## src/rtl/dec_job_scheduler.sv

```systemverilog
// Dispatches decompression jobs to NUM_DEC decompressors and fetches their
// compressed input as 64-byte-beat read bursts, one burst in flight at a time.
//
// Ports:
//   clk, rst               clock, async active-high reset
//   job_valid_i/ready_o    job handshake; job_src_addr_i, job_clen_i payload
//   dec_start_o            one-cycle one-hot start to the loaded decompressor
//   dec_done_i             per-decompressor completion pulse
//   dec_almostempty_i      decompressor can absorb a full burst
//   rd_req_o/rd_req_ack_i  burst request handshake; rd_addr_o, rd_len_o
//   rd_data_valid_i/rlast  read beat stream of the outstanding burst
//   rd_grant_o             one-hot routing of read data to the burst owner
//   busy_o, all_idle_o     status
//
// Build option: define DEC_SCHED_RR_EN for round-robin burst arbitration;
// otherwise the lowest eligible index always wins.

module dec_job_scheduler #(
  parameter int NUM_DEC   = 2,
  parameter int ADDR_W    = 64,
  parameter int MAX_BEATS = 64
) (
  input  logic              clk,
  input  logic              rst,
  input  logic              job_valid_i,
  output logic              job_ready_o,
  input  logic [ADDR_W-1:0] job_src_addr_i,
  input  logic [31:0]       job_clen_i,
  output logic [NUM_DEC-1:0] dec_start_o,
  input  logic [NUM_DEC-1:0] dec_done_i,
  input  logic [NUM_DEC-1:0] dec_almostempty_i,
  output logic              rd_req_o,
  input  logic              rd_req_ack_i,
  output logic [ADDR_W-1:0] rd_addr_o,
  output logic [7:0]        rd_len_o,
  input  logic              rd_data_valid_i,
  input  logic              rd_rlast_i,
  output logic [NUM_DEC-1:0] rd_grant_o,
  output logic [NUM_DEC-1:0] busy_o,
  output logic              all_idle_o
);

  localparam int IW = (NUM_DEC > 1) ? $clog2(NUM_DEC) : 1;

  typedef enum logic [1:0] {
    S_IDLE,
    S_REQ,
    S_DATA
  } state_e;

  state_e             state_q, state_d;
  logic [NUM_DEC-1:0] busy_q, busy_d;
  logic [NUM_DEC-1:0] start_q, start_d;
  logic [ADDR_W-1:0]  addr_q [NUM_DEC];
  logic [ADDR_W-1:0]  addr_d [NUM_DEC];
  logic [31:0]        rem_q  [NUM_DEC];
  logic [31:0]        rem_d  [NUM_DEC];
  logic [IW-1:0]      owner_q, owner_d;
  // Owner still holds the job the burst was issued for; cleared when the
  // owner finishes mid-burst so a late ack cannot touch a reloaded slot.
  logic               live_q, live_d;
  logic [ADDR_W-1:0]  req_addr_q, req_addr_d;
  logic [8:0]         req_beats_q, req_beats_d;
`ifdef DEC_SCHED_RR_EN
  logic [IW-1:0]      ptr_q, ptr_d;
`endif

  logic [NUM_DEC-1:0] elig;
  logic               acc_hit;
  logic [IW-1:0]      acc_idx;
  logic               sel_hit;
  logic [IW-1:0]      sel_idx;
  logic [31:0]        step32;
  logic [ADDR_W-1:0]  step_a;

  function automatic logic [8:0] beats_of(input logic [31:0] r);
    logic [26:0] c;
    c = 27'((33'(r) + 33'd63) >> 6);
    if (c > 27'(MAX_BEATS)) return 9'(MAX_BEATS);
    return c[8:0];
  endfunction

  assign step32 = 32'({req_beats_q, 6'b0});
  assign step_a = ADDR_W'({req_beats_q, 6'b0});

  always_comb begin
    for (int i = 0; i < NUM_DEC; i++) begin
      elig[i] = busy_q[i] && (rem_q[i] != 32'd0)
                && dec_almostempty_i[i];
    end
  end

  always_comb begin
    acc_hit = 1'b0;
    acc_idx = '0;
    for (int i = NUM_DEC - 1; i >= 0; i--) begin
      if (!busy_q[i]) begin
        acc_hit = 1'b1;
        acc_idx = IW'(i);
      end
    end
  end

  always_comb begin
    int j;
    j       = 0;
    sel_hit = 1'b0;
    sel_idx = '0;
`ifdef DEC_SCHED_RR_EN
    // Scan downward in offset so the nearest index after ptr_q wins.
    for (int off = NUM_DEC; off >= 1; off--) begin
      j = (int'(ptr_q) + off) % NUM_DEC;
      if (elig[j]) begin
        sel_hit = 1'b1;
        sel_idx = IW'(j);
      end
    end
`else
    for (int i = NUM_DEC - 1; i >= 0; i--) begin
      j = i;
      if (elig[j]) begin
        sel_hit = 1'b1;
        sel_idx = IW'(j);
      end
    end
`endif
  end

  always_comb begin
    state_d     = state_q;
    busy_d      = busy_q;
    start_d     = '0;
    addr_d      = addr_q;
    rem_d       = rem_q;
    owner_d     = owner_q;
    live_d      = live_q;
    req_addr_d  = req_addr_q;
    req_beats_d = req_beats_q;
`ifdef DEC_SCHED_RR_EN
    ptr_d       = ptr_q;
`endif

    unique case (state_q)
      S_IDLE: begin
        if (sel_hit) begin
          owner_d     = sel_idx;
          live_d      = 1'b1;
          req_addr_d  = addr_q[sel_idx];
          req_beats_d = beats_of(rem_q[sel_idx]);
          state_d     = S_REQ;
`ifdef DEC_SCHED_RR_EN
          ptr_d       = sel_idx;
`endif
        end
      end
      S_REQ: begin
        if (rd_req_ack_i) begin
          state_d = S_DATA;
          if (live_q) begin
            addr_d[owner_q] = addr_q[owner_q] + step_a;
            rem_d[owner_q]  = (rem_q[owner_q] > step32)
                              ? rem_q[owner_q] - step32 : 32'd0;
          end
        end
      end
      S_DATA: begin
        if (rd_data_valid_i && rd_rlast_i) state_d = S_IDLE;
      end
      default: state_d = S_IDLE;
    endcase

    // Completion wins over a same-cycle ack update of the owner.
    for (int i = 0; i < NUM_DEC; i++) begin
      if (dec_done_i[i] && busy_q[i]) begin
        busy_d[i] = 1'b0;
        rem_d[i]  = 32'd0;
        if (owner_d == IW'(i)) live_d = 1'b0;
      end
    end

    // acc_idx is never busy, so done/ack never collide with the load.
    if (job_valid_i && acc_hit) begin
      busy_d[acc_idx]  = 1'b1;
      start_d[acc_idx] = 1'b1;
      addr_d[acc_idx]  = job_src_addr_i & ~ADDR_W'(63);
      rem_d[acc_idx]   = job_clen_i;
    end
  end

  always_ff @(posedge clk or posedge rst) begin
    if (rst) begin
      state_q     <= S_IDLE;
      busy_q      <= '0;
      start_q     <= '0;
      owner_q     <= '0;
      live_q      <= 1'b0;
      req_addr_q  <= '0;
      req_beats_q <= '0;
      for (int i = 0; i < NUM_DEC; i++) begin
        addr_q[i] <= '0;
        rem_q[i]  <= '0;
      end
`ifdef DEC_SCHED_RR_EN
      ptr_q       <= IW'(NUM_DEC - 1);
`endif
    end else begin
      state_q     <= state_d;
      busy_q      <= busy_d;
      start_q     <= start_d;
      owner_q     <= owner_d;
      live_q      <= live_d;
      req_addr_q  <= req_addr_d;
      req_beats_q <= req_beats_d;
      addr_q      <= addr_d;
      rem_q       <= rem_d;
`ifdef DEC_SCHED_RR_EN
      ptr_q       <= ptr_d;
`endif
    end
  end

  assign job_ready_o = ~&busy_q;
  assign dec_start_o = start_q;
  assign busy_o      = busy_q;
  assign rd_req_o    = (state_q == S_REQ);
  assign rd_addr_o   = rd_req_o ? req_addr_q : '0;
  assign rd_len_o    = rd_req_o ? 8'(req_beats_q - 9'd1) : 8'd0;
  assign rd_grant_o  = (state_q == S_DATA)
                       ? (NUM_DEC'(1) << owner_q) : '0;
  assign all_idle_o  = ~|busy_q && (state_q == S_IDLE);

endmodule

```

## config.mk

```make
export PLATFORM = sky130hd
export DESIGN_NAME = dec_job_scheduler
export DESIGN_NICKNAME = d
export VERILOG_FILES = /design/src/rtl/dec_job_scheduler.sv
export SDC_FILE = /design/constraint.sdc
export NUM_CORES = 1
export LEC_CHECK = 0
export BUFFER_PORTS_ARGS = -buffer_cell sky130_fd_sc_hd__buf_2
export CAP_MARGIN = 15
export CORE_MARGIN = 2
export CORE_UTILIZATION = 45
export CTS_CLUSTER_SIZE = 8
export DETAILED_ROUTE_END_ITERATION = 8
export GPL_TIMING_DRIVEN = 0
export PLACE_DENSITY = 0.68
export SYNTH_ARGS = -nofsm -noshare
export SYNTH_HDL_FRONTEND = slang
export SYNTH_SLANG_ARGS = --single-unit
```

## constraint.sdc

```tcl
create_clock -name clk -period 22.9 [get_ports clk]
set_input_delay 1.145 -clock clk [delete_from_list [all_inputs] [get_ports clk]]
set_output_delay 1.145 -clock clk [all_outputs]
set_load 0.03 [all_outputs]
```

==> impl_results.md <==
* Max Cap Viol at 0
* Power Total at 2440 uW
* Synth top area share at 40.2%
* Pin count of the biggest net entering global routing at 111
* Hold Path Stages at 1
* Top post-synthesis cells by area: dfrtp_1 40%, nand2_1 7.1%, xnor2_1 5.7%
* DP Wirelength at 49.4 mm
* R2r worst-path depth at 22
* Synth top cells by count: 321 x nand2_1, 273 x dfrtp_1, 192 x nor2_1, 126 x o21ai_0, 121 x clkbuf_1
* Final slew viol count at 0
* Routed wl met3 at 6.66 mm
* Starting Density at 45.4%
* Fmax at 0.124 GHz
* Setup violations, final at 0
* Top routing layer used: met4
* VDD IR max at 78.3 uV
* Via count at 17,200
* Worst Setup End Kind: flip-flop
* Worst Hold End: addr_q[3]
* R2R Path End: addr_q[33]
* DRC at 0
* # fillers at 3,593
* Post-synth EDFFs at 0
* Post-CTS Setup Inserts at 0
* Initial antenna violation count at 0
* Setup Skew at 36.3 ps
* Critical Path RT at 23,300 ps
* Worst hold margin at 482 ps
* Final Cycle Share at 35.1%
* Fin crit period at 8030 ps
* Yosys top cell by area: dfrtp_1
* RSZ-0062 raised after global routing: false
* Post-synthesis instance total at 2,039
* Top-level port count at 187
* PD cells at 124 nW/um2
* CTS resizes at 0
* Yosys Warn Count at 0
* M1 WL at 27.7 mm
* Max_slew headroom at 9.75%
* Status: completed
* Yosys reg bits at 273
* Crit path kind: reg -> reg
* Worst reg2reg startpoint: owner_q
* Drt initial violations at 1,978
* Routability cong. at 0.988
* CP max FO at 11
* Std-Cell Rows at 71
* Post-Synth Adder-Cell Area at 1.64%
* Main synth FF type: dfrtp_1
* Clock Root Buffer: clkbuf_16
* Skew-Pair Late Insertion Delay at 570 ps
* Final wirelength at 67.4 mm
* Wirelength per Cell at 24.2 um
* GRT Overall Usage at 34.5%
* Num CTS Buffers at 40
* Grt ovf at 0
* Worst-margin pin slew at 1350 ps
* Final Hold Fails at 0
* Hold Startpoint: addr_q[3]
* Worst EP arrival at 8430 ps
* Count leader, synth: nand2_1
* Avg Vias per Cell at 6.17
* Ratio of cells with drive above 1 in the final layout at 13.6%
* Mapped Area at 17,000 um2
* CTS tree: yes
* CTS sink count at 273
* Layout area overhead at 15.9%
* Largest family of logic cells by synthesized area: simple AND/OR/NAND/NOR gates
* Reg clk slew, reported paths at 50 ps
* Count of different cell masters after synthesis at 82
* TritonRoute pass-1 iters at 6
* Port Buffers at 180
* TNS Setup at 0 ps
* Die width at 198 um
* Crit start category: flip-flop
* Post-synthesis compound-gate area fraction at 18.0%
* Final Net Count at 2,392
* Core area at 37,400 um2
* Mean Syn Cell Area at 8.33 um2
* Met2 WL at 29.6 mm
* Post-synthesis mux area share at 3.55%
* Reg area at 6830 um2
* Multi-input gate area at 9370 um2
* First-pass GRT wire length at 102 mm
* Synth Area in Simple Gates at 24.1%
* Leak pwr at 0.00805 uW
* FF-to-FF setup slack at 14,870 ps
* H-tree levels at 2
* Post-synthesis sequential area ratio at 40.2%
* Ys async rst share at 100%
* Post-Synth XOR/XNOR Area at 7.89%
* Antenna Nets Post-Route at 0
* Die Span Y at 198 um
* Number of global-route vias before repair at 17,000
* Hold Buf Count CTS at 0
* Class of the worst hold path: reg -> reg
* CTS max path bufs at 3
* Die area at 39,300 um2
* Syn_nets at 2,166
## worst max-delay path: stages, from the launching register on
cell and delay (ps):
dfrtp_1 420, buf_4 240, buf_6 220, buf_6 240, buf_6 190, buf_2 470, buf_2 450, buf_2 460
buf_2 400, buf_1 630, mux2i_1 370, inv_1 90, ha_1 270, a21o_1 180, a21oi_1 220, o21ai_0 110
a21oi_1 250, o21ai_0 290, a21boi_1 1120, clkbuf_1 720, nor3_1 180, xnor2_1 190, a21oi_1 100
## flip-flops by register name, summed over array words and instances (netlist names)
signal / cells
owner_q: 1
dec_start_o: 2
addr_q: 128
busy_o: 2
req_addr_q: 64
req_beats_q: 9
live_q: 1
rem_q: 64
state_q: 2
## worst max-delay path by stage
stage,from,to,slack [ps],cells after the start
after floorplan,rst,addr_q[0],14230,1
after global placement,rst,addr_q[34],11030,2
after detailed placement,owner_q,addr_q[33],15250,22
after CTS,owner_q,addr_q[33],15230,22
after global routing,owner_q,addr_q[97],14860,22
final,owner_q,addr_q[33],14870,22
## report_power, final
part	internal, uW	total [uW]	switching [uW]
Combinational	383	1100	719
Sequential	639	796	156
Clock	319	540	221
Total	1340	2440	1100
## layout by cell type, fill, tap and decap left out, drive strengths merged, types with 22 or more instances in the layout
master and count:
nor2 193, nand2 322, dfrtp 273, nand4 39, nor3 59, buf 213
mux2 26, xor2 42, mux2i 31, nand3 55, a21oi 106, inv 40
xnor2 111, and2 81, nor4 30, a211oi 22, clkbuf 166, a2111oi 28
o21ai 130, a31oi 88
## final cells by class
class / count / share of cell area [%]
repair buffers: 184 / 4.95
diodes: 1 / 0.0127
well taps: 511 / 3.25
flip-flops and latches: 273 / 34.7
clock inverters: 3 / 0.114
clock buffers: 44 / 5.32
plain buffers: 151 / 3.22
inverters: 39 / 0.782
multi-input cells: 1576 / 47.6
## routing by layer
metal	vias to the layer above	GRT usage, %
li1	7650	-
met1	8247	46.3
met2	1050	52.4
met3	210	7.17
met4	0	18.3
met5	-	0
## per-stage QoR
stage / cells / utilization [%] / setup WS, ps / instance area [um2]
floorplan: 2039 / - / 14230 / 17000
global placement: 2730 / 49.5 / 11030 / 18500
detailed placement: 2734 / 49.7 / 15250 / 18600
CTS: 2781 / 52.6 / 15230 / 19700
global route: 2781 / 52.6 / 14860 / 19700
finish: 2782 / 52.6 / 14870 / 19700
## cell families after synthesis
group | count (synthesis)
adders and majority gates | 21
DFF | 273
xor gates and xnor gates | 153
muxes | 57
AOI/OAI and AO/OA | 476
buffers and inverters | 190
and+or+nand+nor | 869
Power figures use the tool's default switching activity.
